## config.mk

```make
export PLATFORM = sky130hd
export DESIGN_NAME = load_store_unit
export DESIGN_NICKNAME = d
export VERILOG_FILES = /design/src/rtl/load_store_unit.sv
export SDC_FILE = /design/constraint.sdc
export NUM_CORES = 1
export LEC_CHECK = 0
export ABC_CLOCK_PERIOD_IN_PS = 2870
export BUFFER_PORTS_ARGS = -buffer_cell sky130_fd_sc_hd__buf_2
export CORE_MARGIN = 4
export CORE_UTILIZATION = 40
export DETAILED_ROUTE_END_ITERATION = 8
export PLACE_DENSITY_LB_ADDON = 0.3
export SKIP_LAST_GASP = 1
export SYNTH_ARGS = -nofsm -noshare
export SYNTH_HDL_FRONTEND = slang
export SYNTH_SLANG_ARGS = --single-unit
```

## constraint.sdc

```tcl
create_clock -name clk -period 2.87 [get_ports clk]
set_input_delay 0.574 -clock clk [delete_from_list [all_inputs] [get_ports clk]]
set_output_delay 0.574 -clock clk [all_outputs]
set_load 0.02 [all_outputs]
```

## src/rtl/load_store_unit.sv

```systemverilog
// RV32I memory-stage load/store unit: one access at a time through a
// four-state request/wait handshake with the data-memory access unit.
module load_store_unit (
    input  logic        clk,
    input  logic        rst_n,
    input  logic        ls_valid,
    input  logic        ls_is_store,
    input  logic [2:0]  ls_funct3,
    input  logic [31:0] ls_addr,
    input  logic [31:0] ls_wdata,
    input  logic [4:0]  ls_rd,
    output logic        ls_stall,
    output logic        wb_valid,
    output logic [4:0]  wb_rd,
    output logic [31:0] wb_data,
    output logic        misalign_exc,
    output logic        fault_exc,
    output logic [31:0] exc_addr,
    output logic [31:0] mem_addr,
    output logic [31:0] mem_wdata,
    output logic [3:0]  mem_wstrb,
    output logic        mem_req,
    output logic        mem_wr,
    input  logic [31:0] mem_rdata,
    input  logic        mem_ready,
    input  logic        mem_error
);

    localparam logic [1:0] ST_IDLE  = 2'd0;
    localparam logic [1:0] ST_ISSUE = 2'd1;
    localparam logic [1:0] ST_WAIT  = 2'd2;
    localparam logic [1:0] ST_RESP  = 2'd3;

    function automatic logic f3_legal(input logic is_store, input logic [2:0] f3);
        logic ok;
        case (f3)
            3'b000, 3'b001, 3'b010: ok = 1'b1;
            3'b100, 3'b101:         ok = ~is_store;
            default:                ok = 1'b0;
        endcase
        return ok;
    endfunction

    function automatic logic f3_aligned(input logic [2:0] f3, input logic [1:0] a);
        logic ok;
        case (f3[1:0])
            2'b00:   ok = 1'b1;
            2'b01:   ok = (a[0] == 1'b0);
            2'b10:   ok = (a == 2'b00);
            default: ok = 1'b0;
        endcase
        return ok;
    endfunction

    function automatic logic [3:0] store_strobe(input logic [2:0] f3, input logic [1:0] a);
        logic [3:0] s;
        case (f3[1:0])
            2'b00:   s = 4'b0001 << a;
            2'b01:   s = 4'b0011 << {a[1], 1'b0};
            2'b10:   s = 4'b1111;
            default: s = 4'b0000;
        endcase
        return s;
    endfunction

    function automatic logic [31:0] store_lanes(input logic [2:0] f3, input logic [31:0] d);
        logic [31:0] r;
        case (f3[1:0])
            2'b00:   r = {4{d[7:0]}};
            2'b01:   r = {2{d[15:0]}};
            2'b10:   r = d;
            default: r = 32'h0000_0000;
        endcase
        return r;
    endfunction

    // Byte lanes are shifted down to bit 0 before sign/zero extension.
    function automatic logic [31:0] load_extend(input logic [2:0] f3, input logic [1:0] a,
                                                input logic [31:0] d);
        logic [31:0] sh;
        logic [31:0] r;
        sh = d >> {a, 3'b000};
        case (f3)
            3'b000:  r = {{24{sh[7]}}, sh[7:0]};
            3'b001:  r = {{16{sh[15]}}, sh[15:0]};
            3'b100:  r = {24'h00_0000, sh[7:0]};
            3'b101:  r = {16'h0000, sh[15:0]};
            default: r = sh;
        endcase
        return r;
    endfunction

    logic [1:0]  state_q,        state_d;
    logic [31:0] addr_q,         addr_d;
    logic [2:0]  funct3_q,       funct3_d;
    logic        is_store_q,     is_store_d;
    logic [31:0] wdata_q,        wdata_d;
    logic [4:0]  rd_q,           rd_d;
    logic        wb_valid_q,     wb_valid_d;
    logic [4:0]  wb_rd_q,        wb_rd_d;
    logic [31:0] wb_data_q,      wb_data_d;
    logic        misalign_q,     misalign_d;
    logic        fault_q,        fault_d;
    logic [31:0] exc_addr_q,     exc_addr_d;
    logic        req_legal_s;
    logic        req_aligned_s;
    logic        bus_phase_s;

    assign req_legal_s   = f3_legal(ls_is_store, ls_funct3);
    assign req_aligned_s = f3_aligned(ls_funct3, ls_addr[1:0]);
    assign bus_phase_s   = (state_q == ST_ISSUE) || (state_q == ST_WAIT);

    // Next-state, request latch and registered response outputs.
    always_comb begin
        state_d    = state_q;
        addr_d     = addr_q;
        funct3_d   = funct3_q;
        is_store_d = is_store_q;
        wdata_d    = wdata_q;
        rd_d       = rd_q;
        wb_valid_d = 1'b0;
        wb_rd_d    = wb_rd_q;
        wb_data_d  = wb_data_q;
        misalign_d = 1'b0;
        fault_d    = 1'b0;
        exc_addr_d = 32'h0000_0000;
        case (state_q)
            ST_IDLE: begin
                if (ls_valid) begin
                    addr_d     = ls_addr;
                    funct3_d   = ls_funct3;
                    is_store_d = ls_is_store;
                    wdata_d    = ls_wdata;
                    rd_d       = ls_rd;
                    if (req_legal_s && req_aligned_s) begin
                        state_d = ST_ISSUE;
                    end else begin
                        state_d    = ST_RESP;
                        misalign_d = req_legal_s;
                        fault_d    = ~req_legal_s;
                        exc_addr_d = ls_addr;
                    end
                end else begin
                    state_d = ST_IDLE;
                end
            end
            ST_ISSUE: state_d = ST_WAIT;
            ST_WAIT: begin
                if (mem_ready) begin
                    state_d = ST_RESP;
                    if (mem_error) begin
                        fault_d    = 1'b1;
                        exc_addr_d = addr_q;
                    end else if (!is_store_q) begin
                        wb_data_d = load_extend(funct3_q, addr_q[1:0], mem_rdata);
                        if (rd_q != 5'd0) begin
                            wb_valid_d = 1'b1;
                            wb_rd_d    = rd_q;
                        end else begin
                            wb_valid_d = 1'b0;
                        end
                    end else begin
                        wb_valid_d = 1'b0;
                    end
                end else begin
                    state_d = ST_WAIT;
                end
            end
            ST_RESP: state_d = ST_IDLE;
            default: state_d = ST_IDLE;
        endcase
    end

    // State, latched request and response registers.
    always_ff @(posedge clk or negedge rst_n) begin
        if (!rst_n) begin
            state_q    <= ST_IDLE;
            addr_q     <= 32'h0000_0000;
            funct3_q   <= 3'b000;
            is_store_q <= 1'b0;
            wdata_q    <= 32'h0000_0000;
            rd_q       <= 5'd0;
            wb_valid_q <= 1'b0;
            wb_rd_q    <= 5'd0;
            wb_data_q  <= 32'h0000_0000;
            misalign_q <= 1'b0;
            fault_q    <= 1'b0;
            exc_addr_q <= 32'h0000_0000;
        end else begin
            state_q    <= state_d;
            addr_q     <= addr_d;
            funct3_q   <= funct3_d;
            is_store_q <= is_store_d;
            wdata_q    <= wdata_d;
            rd_q       <= rd_d;
            wb_valid_q <= wb_valid_d;
            wb_rd_q    <= wb_rd_d;
            wb_data_q  <= wb_data_d;
            misalign_q <= misalign_d;
            fault_q    <= fault_d;
            exc_addr_q <= exc_addr_d;
        end
    end

    // Bus signals decode straight from the state and latch flops, so they are zero outside ISSUE/WAIT.
    always_comb begin
        mem_req   = 1'b0;
        mem_wr    = 1'b0;
        mem_addr  = 32'h0000_0000;
        mem_wdata = 32'h0000_0000;
        mem_wstrb = 4'b0000;
        if (bus_phase_s) begin
            mem_req  = (state_q == ST_ISSUE);
            mem_wr   = is_store_q;
            mem_addr = {addr_q[31:2], 2'b00};
            if (is_store_q) begin
                mem_wdata = store_lanes(funct3_q, wdata_q);
                mem_wstrb = store_strobe(funct3_q, addr_q[1:0]);
            end else begin
                mem_wdata = 32'h0000_0000;
                mem_wstrb = 4'b0000;
            end
        end else begin
            mem_req = 1'b0;
        end
    end

    assign ls_stall     = ls_valid && (state_q != ST_RESP);
    assign wb_valid     = wb_valid_q;
    assign wb_rd        = wb_rd_q;
    assign wb_data      = wb_data_q;
    assign misalign_exc = misalign_q;
    assign fault_exc    = fault_q;
    assign exc_addr     = exc_addr_q;

endmodule

```

Yosys cells after proc, flatten, opt, wreduce, memory -nomap -nowiden
Index checks and enable logic that the tools add are counted.
- equality and inequality tests: 15
- shift operators: 3
- muxes and demuxes: 34
- bitwise gates (word level): 5
- reduce and logical (&&, ||, !) cells: 15
- operator list (kind ; number):
    2-to-1 mux 32 bit ; 7
    case mux 32 bit (4 select lines) ; 1
    case mux 32 bit (3 select lines) ; 1
    case mux 32 bit (2 select lines) ; 1
    >> shifter 32 x 5 -> 32 bit ; 1
    2-to-1 mux 1 bit ; 15
    equality test 3 bit, second input constant ; 4
    case mux 4 bit (3 select lines) ; 1
    equality test 2 bit, second input constant ; 4
    zero test 2 bit ; 4
    2-to-1 mux 4 bit ; 2
    case mux 2 bit (4 select lines) ; 1
    equality test 2 x 1 -> 1 bit, second input constant ; 3
    equality test 3 x 1 -> 1 bit, second input constant ; 2
    zero test 3 bit ; 2
    inverter 1 bit ; 5
    AND reduction 5 bit ; 1
    nonzero test 5 bit ; 1
    2-to-1 mux 2 bit ; 2
    case mux 1 bit (2 select lines) ; 2
    AND reduction 4 bit ; 1
    left shift 1 x 2 -> 4 bit, first input constant ; 1
    left shift 2 x 2 -> 4 bit, first input constant ; 1
    equality test 3 x 2 -> 1 bit, second input constant ; 1
    other kinds (7) ; 8
- register bits after elaboration: 147
- input bits: 110

Longest topological paths before layout
Gate-level depths: netlist (run 1).
- word-level depth: 7
- gate-level depth with buffers: 8

Least setup slack after synthesis (run 1)
OpenSTA, ideal clock, no wires.
- path kind: reg2out
- from: reg funct3_q[0]
- to: out mem_wdata[11]
- data arrival time: 1.710 ns
- setup slack: 0.586 ns
- stages on the path, launching flop included: 7
- path buffers: 3
- cell sequence: dfrtp_1 > buf_1 > nor2b_1 > clkbuf_1 > clkbuf_1 > nand2_1 > a21oi_1
- longest elaborated chain between the ends: 4
- RTL lines (what ; line ; text):
    start, declared ; 95 ; logic [2:0] funct3_q, funct3_d;
    start signal, assigned ; 192 ; funct3_q <= funct3_d;
    equality test 2 bit (tied with other cells) ; 68 ; case (f3[1:0])
    case mux 32 bit (3 select lines) * ; 68 ;
    2-to-1 mux 32 bit * ; 216 ; if (is_store_q) begin
    2-to-1 mux 32 bit * ; 212 ; if (bus_phase_s) begin
    end, declared ; 20 ; output logic [31:0] mem_wdata,
Mark *: on every way between the ends. The rest lies on a longest branch, timed or not.

Worst setup path after layout (run 1)
- from: reg state_q[0]
- to: out mem_wstrb[2]
- longest elaborated chain between the ends: 3
- RTL lines (what ; line ; text):
    start, declared ; 93 ; logic [1:0] state_q, state_d;
    start signal, assigned ; 190 ; state_q <= state_d;
    equality test 2 x 1 -> 1 bit or equality test 2 bit (tied branches) ; 111 ; assign bus_phase_s = (state_q == ST_ISSUE) || (state_q == ST_WAIT);
    logical OR 1 bit * ; 111 ;
    2-to-1 mux 4 bit * ; 212 ;
    end, declared ; 21 ; output logic [3:0] mem_wstrb,
Marks and branches as above.

==> impl_metrics.tcl, run 1 <==
set metrics [dict create \
    status "complete, no violations" \
    hp-class "primary input to asynchronous set/reset pin" \
    root_buffer "clkbuf_16" \
    grt_overflow_total 0 \
    power.total_mw 10.49 \
    ir_worst_vdd_mv 0.4752 \
    crit_path_start_kind "flip-flop" \
    rsz0062_at_grt "false" \
    dieWidth_um 139.1 \
    multi_input_area_sq_um 2959 \
    reg2reg_slack_ns 0.57 \
    hold_violations 0 \
    hold_ws_ns 0.05220 \
    numCtsBuffers 17 \
    ys_seq_area_share_pct 53.47 \
    timing.max_slew.rel_slack_pct 50.68 \
    grt_pass1_vias 6249 \
    setup_viol 0 \
    port_buffers 250 \
    fin_skew_ns 0.01051 \
    final_area_sq_um 8960 \
    syn_area_sq_um 6879 \
    htreeDepth 4 \
    cts_tree "built" \
    synth_cells 752 \
    cts.path.max_buffers 2 \
    p_leak_nw 4.843 \
    ys_seq_elements 147 \
    start_util_pct 41.19 \
    dp_slack_ns 0.5330 \
    crit_arrival_ns 2.06 \
    nFillCells 1569 \
    drt_pass1_iterations 5 \
    syn2layout_area_growth_pct 30.25 \
    ios 253 \
    tightest_slew_ns 0.7398 \
    drc 0 \
    end_kind "primary output" \
    drt.antenna.violating_nets 0 \
    fin_util_pct 53.65 \
    drt_iter0_drc 349 \
    nNetsFinal 1098 \
    grt_max_degree 84 \
    avgViaCountPerCell 5.105 \
    wl_per_cell_um 16.95 \
    final_max_slew_viol_count 0 \
    synth_area_per_cell_sq_um 9.148 \
    maxCapViolCount 0 \
    criticalPathCategory "flip-flop to primary output" \
    rows 47 \
    fin_setup_tns_ns 0 \
    clk_pin_slew_worst_paths_ns 0.06 \
    period_share_pct 91.91 \
    crit_required_ns 2.30 \
    antenna_found_initial 2 \
    track_usage_pct 21.10 \
    finalNonFillerCells 1217 \
    cts.sinks 147 \
    fin_ws_ns 0.2321 \
    place_area_sq_um 8362 \
    p_per_area_nw_per_um2 1171 \
    worstRegToRegCells 4 \
    place_congestion 0.8490 \
    num_vias 6213 \
    fin_crit_ns 2.638 \
    clock.fmax_mhz 379.1 \
    antenna_cells 0 \
    place_inst 1185 \
    core-area_sq_um 16700 \
    die_area_sq_um 19360 \
    holdBufCountCts 0 \
    drt-total-wl_um 20630 \
    insertion_delay_ns 0.42 \
    path_max_fanout 14 \
    die_h_um 139.1 \
    synth_cell_types 36 \
    dp.final_hpwl_um 14910 \
    yosys_warnings 0 \
    grt_pass1_wl_um 32840 \
    drive_gt1_share_pct 33.20 \
    ff_latch_area_sq_um 3679 \
]
[Yosys cell counts, drive strengths merged]
cell type	count	area, sq um
clkbuf	44	165.2
buf	13	65.06
nand2	257	964.7
a21oi	45	225.2
ha	4	50.05
and2	46	287.8
o21a	3	22.52
a22o	1	8.760
nor2	32	120.1
mux4	1	22.52
nor3	2	20.02
o2bb2ai	1	8.760
and3	2	12.51
o311ai	1	8.760
or3	1	6.260
a221o	8	80.08
nor2b	14	87.58
inv	7	26.28
or2	10	62.56
mux2i	25	250.2
or4	2	15.01
o21ai	21	105.1
nor4	2	27.53
o211ai	1	7.510
o31a	1	8.760
a32o	32	320.3
conb	1	3.750
dfrtp	147	3679
nand2b	2	12.51
nand3	14	70.07
mux2	12	135.1
[area by class of cell]
class	instances	area share (%)
well taps	220	3.072
flip-flops and latches	147	41.06
clock buffers	17	4.748
clock inverters	15	1.899
repair buffers	269	15.91
inverters	7	0.2933
multi-input cells	542	33.03
[path summary, 6_finish.rpt]
| path | startpoint | end |
|---|---|---|
| setup / recovery | state_q[0]$_DFF_PN0_ | mem_wstrb[2] |
| hold / removal | rst_n | wb_data[10]$_DFFE_PN0P_ |
| setup reg to reg | addr_q[0]$_DFFE_PN0P_ | wb_data[23]$_DFFE_PN0P_ |
| hold reg to reg | wdata_q[16]$_DFFE_PN0P_ | wdata_q[16]$_DFFE_PN0P_ |
| max in group asynchronous | rst_n | exc_addr[8]$_DFF_PN0_ |
| min in group clk | ls_rd[0] | rd_q[0]$_DFFE_PN0P_ |
[sequential cells by signal, indices dropped and copies added, names as in the netlist]
signal        count
misalign_exc      1
wb_data          32
fault_exc         1
wb_rd             5
addr_q           32
state_q           2
rd_q              5
funct3_q          3
is_store_q        1
wdata_q          32
exc_addr         32
wb_valid          1
[report_power, final]
| group | internal, mW | total (mW) | switching [mW] |
|---|---|---|---|
| sequential | 2.92 | 3.57 | 0.645 |
| clock | 1.31 | 2.24 | 0.938 |
| combinational | 1.71 | 4.68 | 2.96 |
| total | 5.94 | 10.5 | 4.55 |
[critical path, cell delays in order (launching register included)]
cell and delay, ns:
dfrtp_1 0.37, inv_1 0.08, ha_1 0.31, nand2_2 0.18, a21oi_1 0.17, buf_4 0.21
nor2b_1 0.15, buf_2 0.17
[kinds of logic (layout without fill, tap and decap cells)]
family	after synthesis	after routing	synth area share, %
AND/OR/NAND/NOR	384	384	24.52
flip-flops	147	147	53.47
AO/OA/AOI/OAI	114	114	11.57
buffers and inverters	64	308	3.729
multiplexers	38	38	5.929
adder cells (fa/ha/maj)	4	4	0.7276
other	1	2	0.05451
[placed cells by master, fill, tap and decap left out, types with 2 or more instances in the layout]
cell / instances
or4_1: 2
dfrtp_1: 147
bufinv_16: 2
nor2b_1: 14
conb_1: 2
buf_4: 17
and2_1: 44
ha_1: 4
nand2b_1: 2
or2_2: 10
inv_8: 2
nor2_1: 32
clkinvlp_4: 4
o21ai_0: 20
inv_1: 7
nand2_1: 255
and3_1: 2
mux2_2: 12
a21oi_1: 44
a32o_1: 32
clkbuf_16: 17
inv_6: 6
a221o_1: 8
buf_12: 2
nor3_2: 2
mux2i_1: 25
buf_2: 249
nand3_1: 14
o21a_1: 3
nand2_2: 2
[metal layers]
metal	wire length [um]	vias up	share of wire, %	global-route usage [%]
met4	468	4	2.3	7.673
met3	1909	34	9.3	8.241
met1	8622	2960	42	26.25
met5	33	-	0.16	0
met2	9597	247	47	33.55
li1	-	2968	-	-
[repair_timing]
item,in CTS,in global routing
endpoints found under the setup margin,0,12
gates resized for setup,0,1
buffers inserted,0,0
hold endpoints to repair,0,0
No activity file was read; power rests on OpenSTA's default activity.
==> inputs of run 2 (changes only) <==
--- a/config.mk
+++ b/config.mk
@@ -7,8 +7,10 @@
 export LEC_CHECK = 0
 export ABC_CLOCK_PERIOD_IN_PS = 2870
 export BUFFER_PORTS_ARGS = -buffer_cell sky130_fd_sc_hd__buf_2
+export CELL_PAD_IN_SITES_DETAIL_PLACEMENT = 0
+export CELL_PAD_IN_SITES_GLOBAL_PLACEMENT = 1
 export CORE_MARGIN = 4
-export CORE_UTILIZATION = 40
+export CORE_UTILIZATION = 39
 export DETAILED_ROUTE_END_ITERATION = 8
 export PLACE_DENSITY_LB_ADDON = 0.3
 export SKIP_LAST_GASP = 1
==> run 2 against run 1 <==
  * Global-route usage increased by 0.24 points
  * Utilization fell by 1.6 points
  * Sequential power down 1%
  * First-iteration DRC count fell by 11%
  * Count of clock-buffer cells in the layout increased by 1
  * Die area is 2.4% higher
  * Fmax rose by 2.9%
==> impl_metrics.tcl, run 2 (same netlist as run 1, synthesis figures left out) <==
set metrics [dict create \
    antenna_found_initial 2 \
    wl_per_cell_um 17.07 \
    rr_startpoint "state_q[0]$_DFF_PN0_" \
    start_util_pct 39.77 \
    end_kind "primary output" \
    crit_required_ns 2.30 \
    track_usage_pct 21.34 \
    gr-max-usage-layer "met2" \
    grt_pass1_wl_um 33720 \
    ios 253 \
    hold_violations 0 \
    crit_path_cell_trace "inv_1, ha_1, nand2_1, a21oi_1, buf_4, and2_1, buf_2" \
    cp_slowest_cell "dfrtp_1" \
    final_max_slew_viol_count 0 \
    die_area_sq_um 19830 \
    cts.path.max_buffers 2 \
    final_area_sq_um 9009 \
    nNetsFinal 1098 \
    grt_overflow_total 0 \
    holdBufCountCts 0 \
    insertion_delay_ns 0.42 \
    timing.max_slew.rel_slack_pct 62.34 \
    drive_gt1_share_pct 33.10 \
    rsz0062_at_grt "false" \
    place_congestion 0.8944 \
    layout_common_cells "nand2_1, buf_2, dfrtp_1" \
    rows 48 \
    port_buffers 250 \
    tightest_slew_ns 0.5649 \
    clock.fmax_mhz 390.0 \
    syn2layout_area_growth_pct 30.96 \
    post_cts_resized 0 \
    fin_util_pct 52.08 \
    cts_setup_buffers 0 \
    crit_family "buffers and inverters" \
    criticalPathCategory "flip-flop to primary output" \
    ir_worst_vdd_mv 0.5075 \
    cts.sinks 147 \
    p_per_area_nw_per_um2 1175 \
    drt-total-wl_um 20880 \
    worstRegToRegCells 6 \
    reg2reg_slack_ns 0.56 \
    grt_max_degree 64 \
    dieWidth_um 140.8 \
    drc 0 \
    place_area_sq_um 8393 \
    setup_viol 0 \
    die_h_um 140.8 \
    root_buffer "clkbuf_16" \
    path_max_fanout 6 \
    core-area_sq_um 17300 \
    drt_pass1_iterations 5 \
    crit_path_max_incr_delay_ns 0.39 \
    r2r_end "wb_data[23]$_DFFE_PN0P_" \
    avgViaCountPerCell 4.968 \
    fin_setup_tns_ns 0 \
    final_common_cell "nand2_1" \
    dp.final_hpwl_um 14770 \
    crit_arrival_ns 1.99 \
    numCtsBuffers 17 \
    met1_usage_pct 29.61 \
    drt.antenna.violating_nets 0 \
    cts_tree "built" \
    grt_pass1_vias 6177 \
    num_vias 6076 \
    grtUsageMet3_pct 7.361 \
    status "complete, no violations" \
    clk_pin_slew_worst_paths_ns 0.07 \
    fin_crit_ns 2.564 \
    maxCapViolCount 0 \
    htreeDepth 4 \
    worst-path-buf-inv 3 \
    p_leak_nw 4.861 \
    hp-class "primary input to asynchronous set/reset pin" \
    crit_path_start_kind "flip-flop" \
    drt_iter0_drc 311 \
    use_met2_pct 32.26 \
    period_share_pct 89.33 \
    fin_skew_ns 0.01422 \
]
-- run 2: worst max-delay path by stage --
stage / from / end / slack [ns] / cells past startpoint
after floorplan: funct3_q[0]$_DFFE_PN0P_ / mem_wdata[11] / 0.59 / 6
final: state_q[0]$_DFF_PN0_ / mem_wdata[2] / 0.31 / 7
after detailed placement: mem_error / wb_data[23]$_DFFE_PN0P_ / 0.56 / 4
after global routing: state_q[0]$_DFF_PN0_ / mem_wdata[6] / 0.13 / 7
after global placement: mem_error / wb_data[23]$_DFFE_PN0P_ / 0.59 / 4
after CTS: state_q[0]$_DFF_PN0_ / mem_wdata[2] / 0.26 / 7
-- run 2: area by class of cell --
cell class                      instances  area, sq um
Clock inverter                         14        173.9
Inverter                                7        26.28
Clock buffer                           18        439.2
Multi-Input combinational cell        542         2957
Tap cell                              225        281.5
Timing Repair Buffer                  269         1450
Antenna cell                            1        2.502
Fill cell                            1674         8288
Sequential cell                       147         3679
-- run 2: worst reg2reg max path, cell delays in order (launching register included) --
cell,delay (ns)
dfrtp_1,0.41
inv_1,0.09
ha_1,0.16
nand2_1,0.09
or3_1,0.57
or4_1,0.74
o311ai_1,0.14
-- run 2: metrics by stage --
stage               worst slack [ns]  std cells  hold slack, ns  total power [mW]
global route                  0.1341       1223          0.1169             11.37
CTS                           0.2584       1222          0.1052             10.71
detailed placement            0.5607       1190          0.4645             8.339
global placement              0.5892       1190          0.4617             8.300
floorplan                     0.5862        753          0.2784             6.640
finish                        0.3061       1223         0.09486             10.59
-- run 2: routing by layer --
metal | part of all wire [%] | vias to the layer above
met4 | 1.1 | 2
met2 | 46 | 216
met3 | 8.6 | 19
met1 | 45 | 2879
li1 | - | 2960
met5 | 0.034 | -
-- run 2: where the power goes --
| part | switching, mW | internal [mW] | total, mW |
|---|---|---|---|
| Clock | 0.909 | 1.40 | 2.31 |
| Sequential | 0.598 | 2.92 | 3.52 |
| Combinational | 3.01 | 1.75 | 4.76 |
| Total | 4.52 | 6.07 | 10.6 |
